[src/rtl/ps2_pkg.sv]
// Shared scan-code set 2 constants, modifier bit positions and decoder FSM states.
package ps2_pkg;

  localparam int unsigned BYTE_W = 8;
  localparam int unsigned MODS_W = 7;

  localparam logic [7:0] SC_E0    = 8'hE0;
  localparam logic [7:0] SC_E1    = 8'hE1;
  localparam logic [7:0] SC_F0    = 8'hF0;
  localparam logic [7:0] SC_FA    = 8'hFA;
  localparam logic [7:0] SC_AA    = 8'hAA;
  localparam logic [7:0] SC_EE    = 8'hEE;
  localparam logic [7:0] SC_FE    = 8'hFE;
  localparam logic [7:0] SC_00    = 8'h00;
  localparam logic [7:0] SC_FF    = 8'hFF;
  localparam logic [7:0] SC_LSHIFT = 8'h12;
  localparam logic [7:0] SC_RSHIFT = 8'h59;
  localparam logic [7:0] SC_CTRL   = 8'h14;
  localparam logic [7:0] SC_ALT    = 8'h11;
  localparam logic [7:0] SC_CAPS   = 8'h58;

  localparam int unsigned MOD_LSHIFT = 0;
  localparam int unsigned MOD_RSHIFT = 1;
  localparam int unsigned MOD_LCTRL  = 2;
  localparam int unsigned MOD_RCTRL  = 3;
  localparam int unsigned MOD_LALT   = 4;
  localparam int unsigned MOD_RALT   = 5;
  localparam int unsigned MOD_CAPS   = 6;

  typedef enum logic [2:0] {
    IDLE     = 3'd0,
    GOT_E0   = 3'd1,
    GOT_F0   = 3'd2,
    GOT_E0F0 = 3'd3,
    PAUSE    = 3'd4
  } state_t;

endpackage

[src/rtl/ps2_mod_tracker.sv]
// Tracks live modifier and caps-lock state from decoded key events.
module ps2_mod_tracker
  import ps2_pkg::*;
(
  input  logic              clk,
  input  logic              reset_n,
  input  logic              i_evt,
  input  logic [BYTE_W-1:0] i_code,
  input  logic              i_ext,
  input  logic              i_brk,
  output logic [MODS_W-1:0] o_mods
);

  logic [MODS_W-1:0] r_mods;
  logic              r_caps_held;

  // Caps toggles once per physical press; typematic repeats are ignored until release.
  always_ff @(posedge clk) begin
    if (!reset_n) begin
      r_mods      <= '0;
      r_caps_held <= 1'b0;
    end else if (i_evt) begin
      if (!i_ext) begin
        case (i_code)
          SC_LSHIFT: r_mods[MOD_LSHIFT] <= ~i_brk;
          SC_RSHIFT: r_mods[MOD_RSHIFT] <= ~i_brk;
          SC_CTRL:   r_mods[MOD_LCTRL]  <= ~i_brk;
          SC_ALT:    r_mods[MOD_LALT]   <= ~i_brk;
          SC_CAPS: begin
            if (i_brk) begin
              r_caps_held <= 1'b0;
            end else begin
              if (!r_caps_held) r_mods[MOD_CAPS] <= ~r_mods[MOD_CAPS];
              r_caps_held <= 1'b1;
            end
          end
          default: ;
        endcase
      end else begin
        case (i_code)
          SC_CTRL: r_mods[MOD_RCTRL] <= ~i_brk;
          SC_ALT:  r_mods[MOD_RALT]  <= ~i_brk;
          default: ;
        endcase
      end
    end
  end

  assign o_mods = r_mods;

endmodule

[src/rtl/ps2_scan_decoder.sv]
// Scan-code set 2 prefix parser with a single-entry valid/ready event register.
module ps2_scan_decoder
  import ps2_pkg::*;
#(
  parameter int unsigned PAUSE_LEN         = 7,
  parameter bit          FILTER_FAKE_SHIFT = 1'b1
) (
  input  logic              clk,
  input  logic              reset_n,
  input  logic [BYTE_W-1:0] rx_data,
  input  logic              rx_valid,
  output logic [BYTE_W-1:0] key_code,
  output logic              key_ext,
  output logic              key_break,
  output logic              key_valid,
  input  logic              key_ready,
  output logic [MODS_W-1:0] mods,
  output logic              overrun
);

  localparam int unsigned CNT_W = (PAUSE_LEN < 2) ? 1 : $clog2(PAUSE_LEN + 1);

  state_t            r_state, w_state_nxt;
  logic [CNT_W-1:0]  r_cnt, w_cnt_nxt;
  logic              w_evt_raw, w_evt, w_fake;
  logic [BYTE_W-1:0] w_code;
  logic              w_ext, w_brk;

  logic [BYTE_W-1:0] r_key_code;
  logic              r_key_ext, r_key_break, r_key_valid, r_overrun;

  always_ff @(posedge clk) begin
    if (!reset_n) begin
      r_state <= IDLE;
      r_cnt   <= '0;
    end else begin
      r_state <= w_state_nxt;
      r_cnt   <= w_cnt_nxt;
    end
  end

  // Next-state and event decode; only a valid byte moves the FSM.
  always_comb begin
    w_state_nxt = r_state;
    w_cnt_nxt   = r_cnt;
    w_evt_raw   = 1'b0;
    w_code      = rx_data;
    w_ext       = 1'b0;
    w_brk       = 1'b0;
    if (rx_valid) begin
      case (r_state)
        IDLE: begin
          if (rx_data == SC_E0) begin
            w_state_nxt = GOT_E0;
          end else if (rx_data == SC_F0) begin
            w_state_nxt = GOT_F0;
          end else if (rx_data == SC_E1) begin
            w_state_nxt = PAUSE;
            w_cnt_nxt   = CNT_W'(PAUSE_LEN);
          end else if ((rx_data == SC_FA) || (rx_data == SC_AA) || (rx_data == SC_EE) ||
                       (rx_data == SC_FE) || (rx_data == SC_00) || (rx_data == SC_FF)) begin
            w_state_nxt = IDLE;
          end else begin
            w_evt_raw = 1'b1;
          end
        end
        GOT_E0: begin
          if (rx_data == SC_F0) begin
            w_state_nxt = GOT_E0F0;
          end else if (rx_data != SC_E0) begin
            w_evt_raw   = 1'b1;
            w_ext       = 1'b1;
            w_state_nxt = IDLE;
          end
        end
        GOT_F0: begin
          w_evt_raw   = 1'b1;
          w_brk       = 1'b1;
          w_state_nxt = IDLE;
        end
        GOT_E0F0: begin
          w_evt_raw   = 1'b1;
          w_ext       = 1'b1;
          w_brk       = 1'b1;
          w_state_nxt = IDLE;
        end
        PAUSE: begin
          w_cnt_nxt = r_cnt - CNT_W'(1);
          if (r_cnt <= CNT_W'(1)) begin
            w_cnt_nxt   = '0;
            w_evt_raw   = 1'b1;
            w_code      = SC_E1;
            w_state_nxt = IDLE;
          end
        end
        default: w_state_nxt = IDLE;
      endcase
    end
  end

  assign w_fake = FILTER_FAKE_SHIFT && w_ext && ((w_code == SC_LSHIFT) || (w_code == SC_RSHIFT));
  assign w_evt  = w_evt_raw && !w_fake;

  // Holding register: load when empty or being drained, otherwise drop and flag overrun.
  always_ff @(posedge clk) begin
    if (!reset_n) begin
      r_key_code  <= '0;
      r_key_ext   <= 1'b0;
      r_key_break <= 1'b0;
      r_key_valid <= 1'b0;
      r_overrun   <= 1'b0;
    end else if (w_evt) begin
      if (!r_key_valid || key_ready) begin
        r_key_code  <= w_code;
        r_key_ext   <= w_ext;
        r_key_break <= w_brk;
        r_key_valid <= 1'b1;
      end else begin
        r_overrun <= 1'b1;
      end
    end else if (r_key_valid && key_ready) begin
      r_key_valid <= 1'b0;
    end
  end

  ps2_mod_tracker u_mods (
    .clk     (clk),
    .reset_n (reset_n),
    .i_evt   (w_evt),
    .i_code  (w_code),
    .i_ext   (w_ext),
    .i_brk   (w_brk),
    .o_mods  (mods)
  );

  assign key_code  = r_key_code;
  assign key_ext   = r_key_ext;
  assign key_break = r_key_break;
  assign key_valid = r_key_valid;
  assign overrun   = r_overrun;

endmodule

[config.mk]
export PLATFORM = sky130hd
export DESIGN_NAME = ps2_scan_decoder
export DESIGN_NICKNAME = d
export VERILOG_FILES = /design/src/rtl/ps2_pkg.sv /design/src/rtl/ps2_mod_tracker.sv /design/src/rtl/ps2_scan_decoder.sv
export SDC_FILE = /design/constraint.sdc
export NUM_CORES = 1
export LEC_CHECK = 0
export CAP_MARGIN = 40
export CORE_ASPECT_RATIO = 0.5
export CORE_MARGIN = 2
export CORE_UTILIZATION = 45
export DETAILED_ROUTE_END_ITERATION = 7
export PLACE_DENSITY = 0.71
export SLEW_MARGIN = 25
export SYNTH_ARGS = -nofsm -noshare
export SYNTH_HDL_FRONTEND = slang
export SYNTH_SLANG_ARGS = --single-unit
[constraint.sdc]
create_clock -name clk -period 3.3 [get_ports clk]
set_clock_uncertainty 0.1 [all_clocks]
set_input_delay 0.33 -clock clk [delete_from_list [all_inputs] [get_ports clk]]
set_output_delay 0.33 -clock clk [all_outputs]
set_load 0.02 [all_outputs]
==> metrics.csv, run 1 <==
metric,value,unit
min_from,key_code[2],
path_cells,"clkdlybuf4s50_1, nand4bb_1, a2111oi_0, a31oi_1, nand4_2, a2111o_1, a32o_1",
yosysTopAreaCell,dfxtp_1,
insertion_delay,0.28,ns
syn-instance-count,197,
grt_pass1_vias,1311,
start_kind,input pin,
viasPerCell,5.779,
cts_sinks,26,
initial_utilization,46.89,%
cts_setup_buffers,0,
hold_path.class,reg -> reg,
synth_seq_area_share,32.32,%
drv_cap,0,
cts_buffer_depth,2,
worst_slew_pin_slew,0.5920,ns
wl_per_cell,14.87,um
h-tree-depth,1,
fp-row-count,15,
grt_setup_unrepaired,no,
finalWorstPathRequiredPeriod,2.713,ns
ys_seq_elements,26,
cp_data_arrival_time,2.79,ns
multi_input_area,979.7,um2
synth_edf_count,0,
cts_tree,yes,
regArea,520.5,um2
power,0.0006583,W
layout-drive-gt1-share,6.019,%
grt-ovfl-total,0,
vias,1543,
vdd_ir_drop_max,0.1440,mV
holdBufCountCts,0,
setup_viol,0,
slowest_stage,clkdlybuf4s50_1,
async_flop_share,0,%
maxSlewHeadroom,60.23,%
grt_usage,20.80,%
cts_buffers,3,
layout_commonest_cell,clkdlybuf4s50_1,
gp_congestion,0.9239,
setup-tns-final,0,ns
startpoint,rx_data[6],
dp.final_hpwl,2904,um
drc,0,
core,3435,um2
synth_fp_nets,211,
synth_top_area_share,32.32,%
synth_top_flop_cell,dfxtp_1,
layout.nets,231,
status,"complete, no violations",
path_buf_inv,1,
die_y,46.30,um
grt_pass1_wl,6430,um
pin_count,31,
antenna_found_initial,0,
reg2reg_from,r_cnt[1],
synth_area_per_cell,8.174,um2
ant_nets,0,
cpPeakStageDelay,0.78,ns
io_buffer_count,30,
synth.area.top_cells,"dfxtp_1, mux2i_1, nand2_1, nor2_1, buf_2",
yosys_warnings,0,
synth_area,1610,um2
ys_types,50,
post-route-period-util,82.22,%
layout_common_cells,"clkdlybuf4s50_1, dfxtp_1, nand2_1, nor2_1",
worstSetupPathType,in -> reg,
path_clk_slew,0.09,ns
powerDensity,337.7,nW/um2
fin_ws,0.5866,ns
p_leak,0.6890,nW
crit_fanout,10,
area_growth,21.06,%
dieWidth,88.60,um
wl,3971,um
die_area,4102,um2
rrSetupSlack,0.71,ns
critPathTopFamily,compound AO/OA/AOI/OAI gates,
max_freq,0.3685,GHz
grt_max_degree,24,
cp.required,3.38,ns
drtIter0Drc,179,
ctsRootBufferMaster,clkbuf_8,
cts-resized-gates,0,
preCtsSetupSlack,0.3352,ns
crit_path_end_kind,register,
antennaDiodeCount,0,
detailedRoute.firstPassIterationCount,4,
drv_slew,0,
hold_viol,0,
nFillCells,317,
Yosys cell counts (2+ instances only):
library cell and n:
buf_6 2, a311oi_1 5, or4_1 2, nand2_1 21
a211oi_1 4, or3_1 4, nor2b_1 4, ha_1 2
nand4_1 3, buf_2 10, and2_1 2, o211ai_1 2
nand2b_1 3, dfxtp_1 26, o221a_1 2, inv_1 6
nor3_1 6, nor4_1 3, mux2i_1 10, a31oi_1 2
nor3b_1 2, nand3_1 10, a32o_1 2, nor2_1 19
a2111o_1 2, o21ai_0 6, nand4bb_1 3, a21oi_1 9
clkbuf_1 4
kinds of logic (layout without fill, tap and decap cells):
group	Yosys count	count (layout)	share of synthesized area, %
adders and majority gates	2	2	1.554
and+or+nand+nor	91	91	31.62
buffers and inverters	22	41	6.837
muxes	10	10	6.216
AOI/OAI and AO/OA	46	46	21.45
DFF	26	26	32.32
worst paths after layout:
path	endpoint	cells past startpoint
max	u_mods.o_mods[6]	7
min	key_code[2]	2
max reg2reg	key_code[4]	8
min reg2reg	key_code[2]	2
worst register-to-register path: cells and delay by family, from the launching register on:
family	cells	cell delay, ns
buffers and inverters	1	0.08
multiplexers	1	0.20
flip-flops	1	0.38
AO/OA/AOI/OAI	3	0.74
AND/OR/NAND/NOR	2	0.84
adder cells (fa/ha/maj)	1	0.18
sequential cells by signal (all words and copies together), names as in the netlist:
signal,cells
key_break,1
key_valid,1
r_state,3
u_mods.r_caps_held,1
key_code,8
u_mods.o_mods,7
overrun,1
key_ext,1
r_cnt,3
per-layer routing:
layer | share of wire [%] | up-vias | track usage [%] | wire, um
li1 | - | 771 | - | -
met1 | 49 | 701 | 30.76 | 1928
met2 | 42 | 67 | 30.83 | 1663
met3 | 8.9 | 4 | 5.018 | 354
met4 | 0.63 | 0 | 3.939 | 25
met5 | 0 | - | 0 | 0
report_power, final:
group / internal, W / switching (W) / total, W
clock network: 0.000107 / 0.000105 / 0.000212
logic: 0.0000512 / 0.0000647 / 0.000116
registers: 0.000325 / 0.00000615 / 0.000331
total: 0.000483 / 0.000176 / 0.000658
cell type report:
cell class	instances	share of cell area [%]
multi-input cells	149	50.26
repair buffers	31	15.79
flip-flops and latches	26	26.70
clock buffers	4	2.824
inverters	6	1.155
well taps	51	3.273
through the flow:
step / util (%) / hold WS, ns / cell area (um2) / instances
finish: 56.76 / 0.3625 / 1949 / 267
detailed placement: 55.15 / 0.3547 / 1894 / 263
global route: 56.76 / 0.3971 / 1949 / 267
global placement: 55.15 / 0.3466 / 1894 / 263
CTS: 56.76 / 0.3685 / 1949 / 267
floorplan: - / 0.4028 / 1610 / 197
No activity file was read; power rests on OpenSTA's default activity.
==> inputs of run 2 (changes only) <==
==> constraint.sdc (replaced) <==
create_clock -name clk -period 2.7 [get_ports clk]
set_clock_uncertainty 0.1 [all_clocks]
set_input_delay 0.27 -clock clk [delete_from_list [all_inputs] [get_ports clk]]
set_output_delay 0.27 -clock clk [all_outputs]
set_load 0.02 [all_outputs]
==> run 2 against run 1 <==
Effect of this change:
- register-to-register slack lost 0.57 ns
- total power grew 18%
- worst setup slack lost 0.44 ns
- wire length grew 3.5%
- largest power group unchanged
- clock power grew 3%
- critical endpoint is now key_code[6]
- via count grew 3.2%
- sequential power grew 22%
- highest routed layer unchanged
- cell area grew 7.0%
==> metrics.csv, run 2 (synthesis gave the netlist of run 1 again) <==
metric,value,unit
grt_pass1_wl,6479,um
drv_cap,0,
layout.nets,251,
ant_nets,0,
cts_buffers,3,
setup-tns-final,0,ns
die_area,4102,um2
powerDensity,373.7,nW/um2
grt_pass1_vias,1360,
max_freq,0.3909,GHz
dp.final_hpwl,3127,um
holdBufCountCts,0,
die_y,46.30,um
grt_max_degree,24,
ctsRootBufferMaster,clkbuf_8,
cp_data_arrival_time,2.62,ns
area_growth,29.53,%
pin_count,31,
path_clk_slew,0.09,ns
nFillCells,313,
h-tree-depth,1,
gp_congestion,0.9120,
crit_fanout,10,
viasPerCell,5.570,
grt-ovfl-total,0,
largest_reg_flops,8,
io_buffer_count,30,
vdd_ir_drop_max,0.1686,mV
multi_input_area,979.7,um2
drv_slew,0,
antennaDiodeCount,0,
start_kind,register,
dieWidth,88.60,um
wl_per_cell,14.37,um
grt_setup_unrepaired,no,
grt_usage,21.15,%
antenna_found_initial,0,
drtIter0Drc,113,
layout_common_cells,"clkdlybuf4s50_1, dfxtp_1, nand2_1, buf_4, nor2_1",
core,3435,um2
initial_utilization,46.89,%
post-route-period-util,94.74,%
layout_commonest_cell,clkdlybuf4s50_1,
cts_sinks,26,
cp.required,2.76,ns
cts-resized-gates,0,
drc,0,
hold_path.class,reg -> reg,
fp-row-count,15,
layout-drive-gt1-share,13.62,%
insertion_delay,0.27,ns
setup_viol,0,
dp.cells,283,
p_leak,0.7769,nW
fin_cells,286,
maxSlewHeadroom,62.99,%
vias,1593,
cts_tree,yes,
regArea,520.5,um2
power,0.0007795,W
detailedRoute.firstPassIterationCount,4,
finalWorstPathRequiredPeriod,2.558,ns
cts_buffer_depth,2,
status,"complete, no violations",
wl,4110,um
crit_path_end_kind,register,
hold_viol,0,
cts_setup_buffers,0,
worstSetupPathType,reg -> reg,
worst_slew_pin_slew,0.5466,ns
[run 2: final cells by class]
| class | count | share of cell area [%] |
|---|---|---|
| Multi-Input combinational cell | 149 | 46.97 |
| Inverter | 6 | 1.080 |
| Tap cell | 51 | 3.059 |
| Clock buffer | 3 | 1.980 |
| Timing Repair Buffer | 51 | 21.96 |
| Sequential cell | 26 | 24.96 |
[run 2: worst paths after layout]
| check | startpoint | endpoint | slack (ns) | cells past startpoint |
|---|---|---|---|---|
| min reg2reg | key_code[2] | key_code[2] | 0.36 | 2 |
| max | r_cnt[1] | key_code[6] | 0.14 | 8 |
| min | key_code[2] | key_code[2] | 0.36 | 2 |
| max reg2reg | r_cnt[1] | key_code[6] | 0.14 | 8 |
[run 2: power by group]
group          internal (W)  total [W]  switching, W
Clock              0.000100   0.000218      0.000118
Sequential         0.000397   0.000404    0.00000725
Combinational     0.0000746   0.000158     0.0000832
Total              0.000571   0.000779      0.000208
[run 2: per-stage QoR]
stage | hold slack (ns) | instance area [um2] | worst slack (ns) | util (%)
final | 0.3604 | 2086 | 0.1419 | 60.73
after global routing | 0.3972 | 2086 | 0.02915 | 60.73
after CTS | 0.3658 | 2086 | 0.1615 | 60.73
after detailed placement | 0.3507 | 2044 | 0.02101 | 59.53
after global placement | 0.3453 | 2044 | 0.08583 | 59.53
after floorplan | 0.3428 | 1610 | 0.4007 | -
[run 2: critical path, stage by stage (launching register included)]
cell and delay [ns]:
dfxtp_1 0.39, inv_1 0.08, ha_1 0.19, o21ba_2 0.29, o311ai_1 0.19, a211o_1 0.32, or4_1 0.43, buf_4 0.19
a311oi_1 0.27
[run 2: metal layers]
metal,vias up,global-route usage [%],wire (um)
li1,809,-,-
met1,732,30.98,2113
met2,50,31.73,1701
met3,2,5.197,283
met4,0,3.939,12
met5,-,0,0
==> inputs of run 3 (changes only) <==
--- a/config.mk
+++ b/config.mk
@@ -9,8 +9,10 @@
 export CORE_ASPECT_RATIO = 0.5
 export CORE_MARGIN = 2
 export CORE_UTILIZATION = 45
+export CTS_CLUSTER_DIAMETER = 100
 export DETAILED_ROUTE_END_ITERATION = 7
 export PLACE_DENSITY = 0.71
+export SKIP_CTS_REPAIR_TIMING = 1
 export SLEW_MARGIN = 25
 export SYNTH_ARGS = -nofsm -noshare
 export SYNTH_HDL_FRONTEND = slang
==> results of run 3 <==
Same layout as run 2: the final DEF is identical, and so are final timing and power.
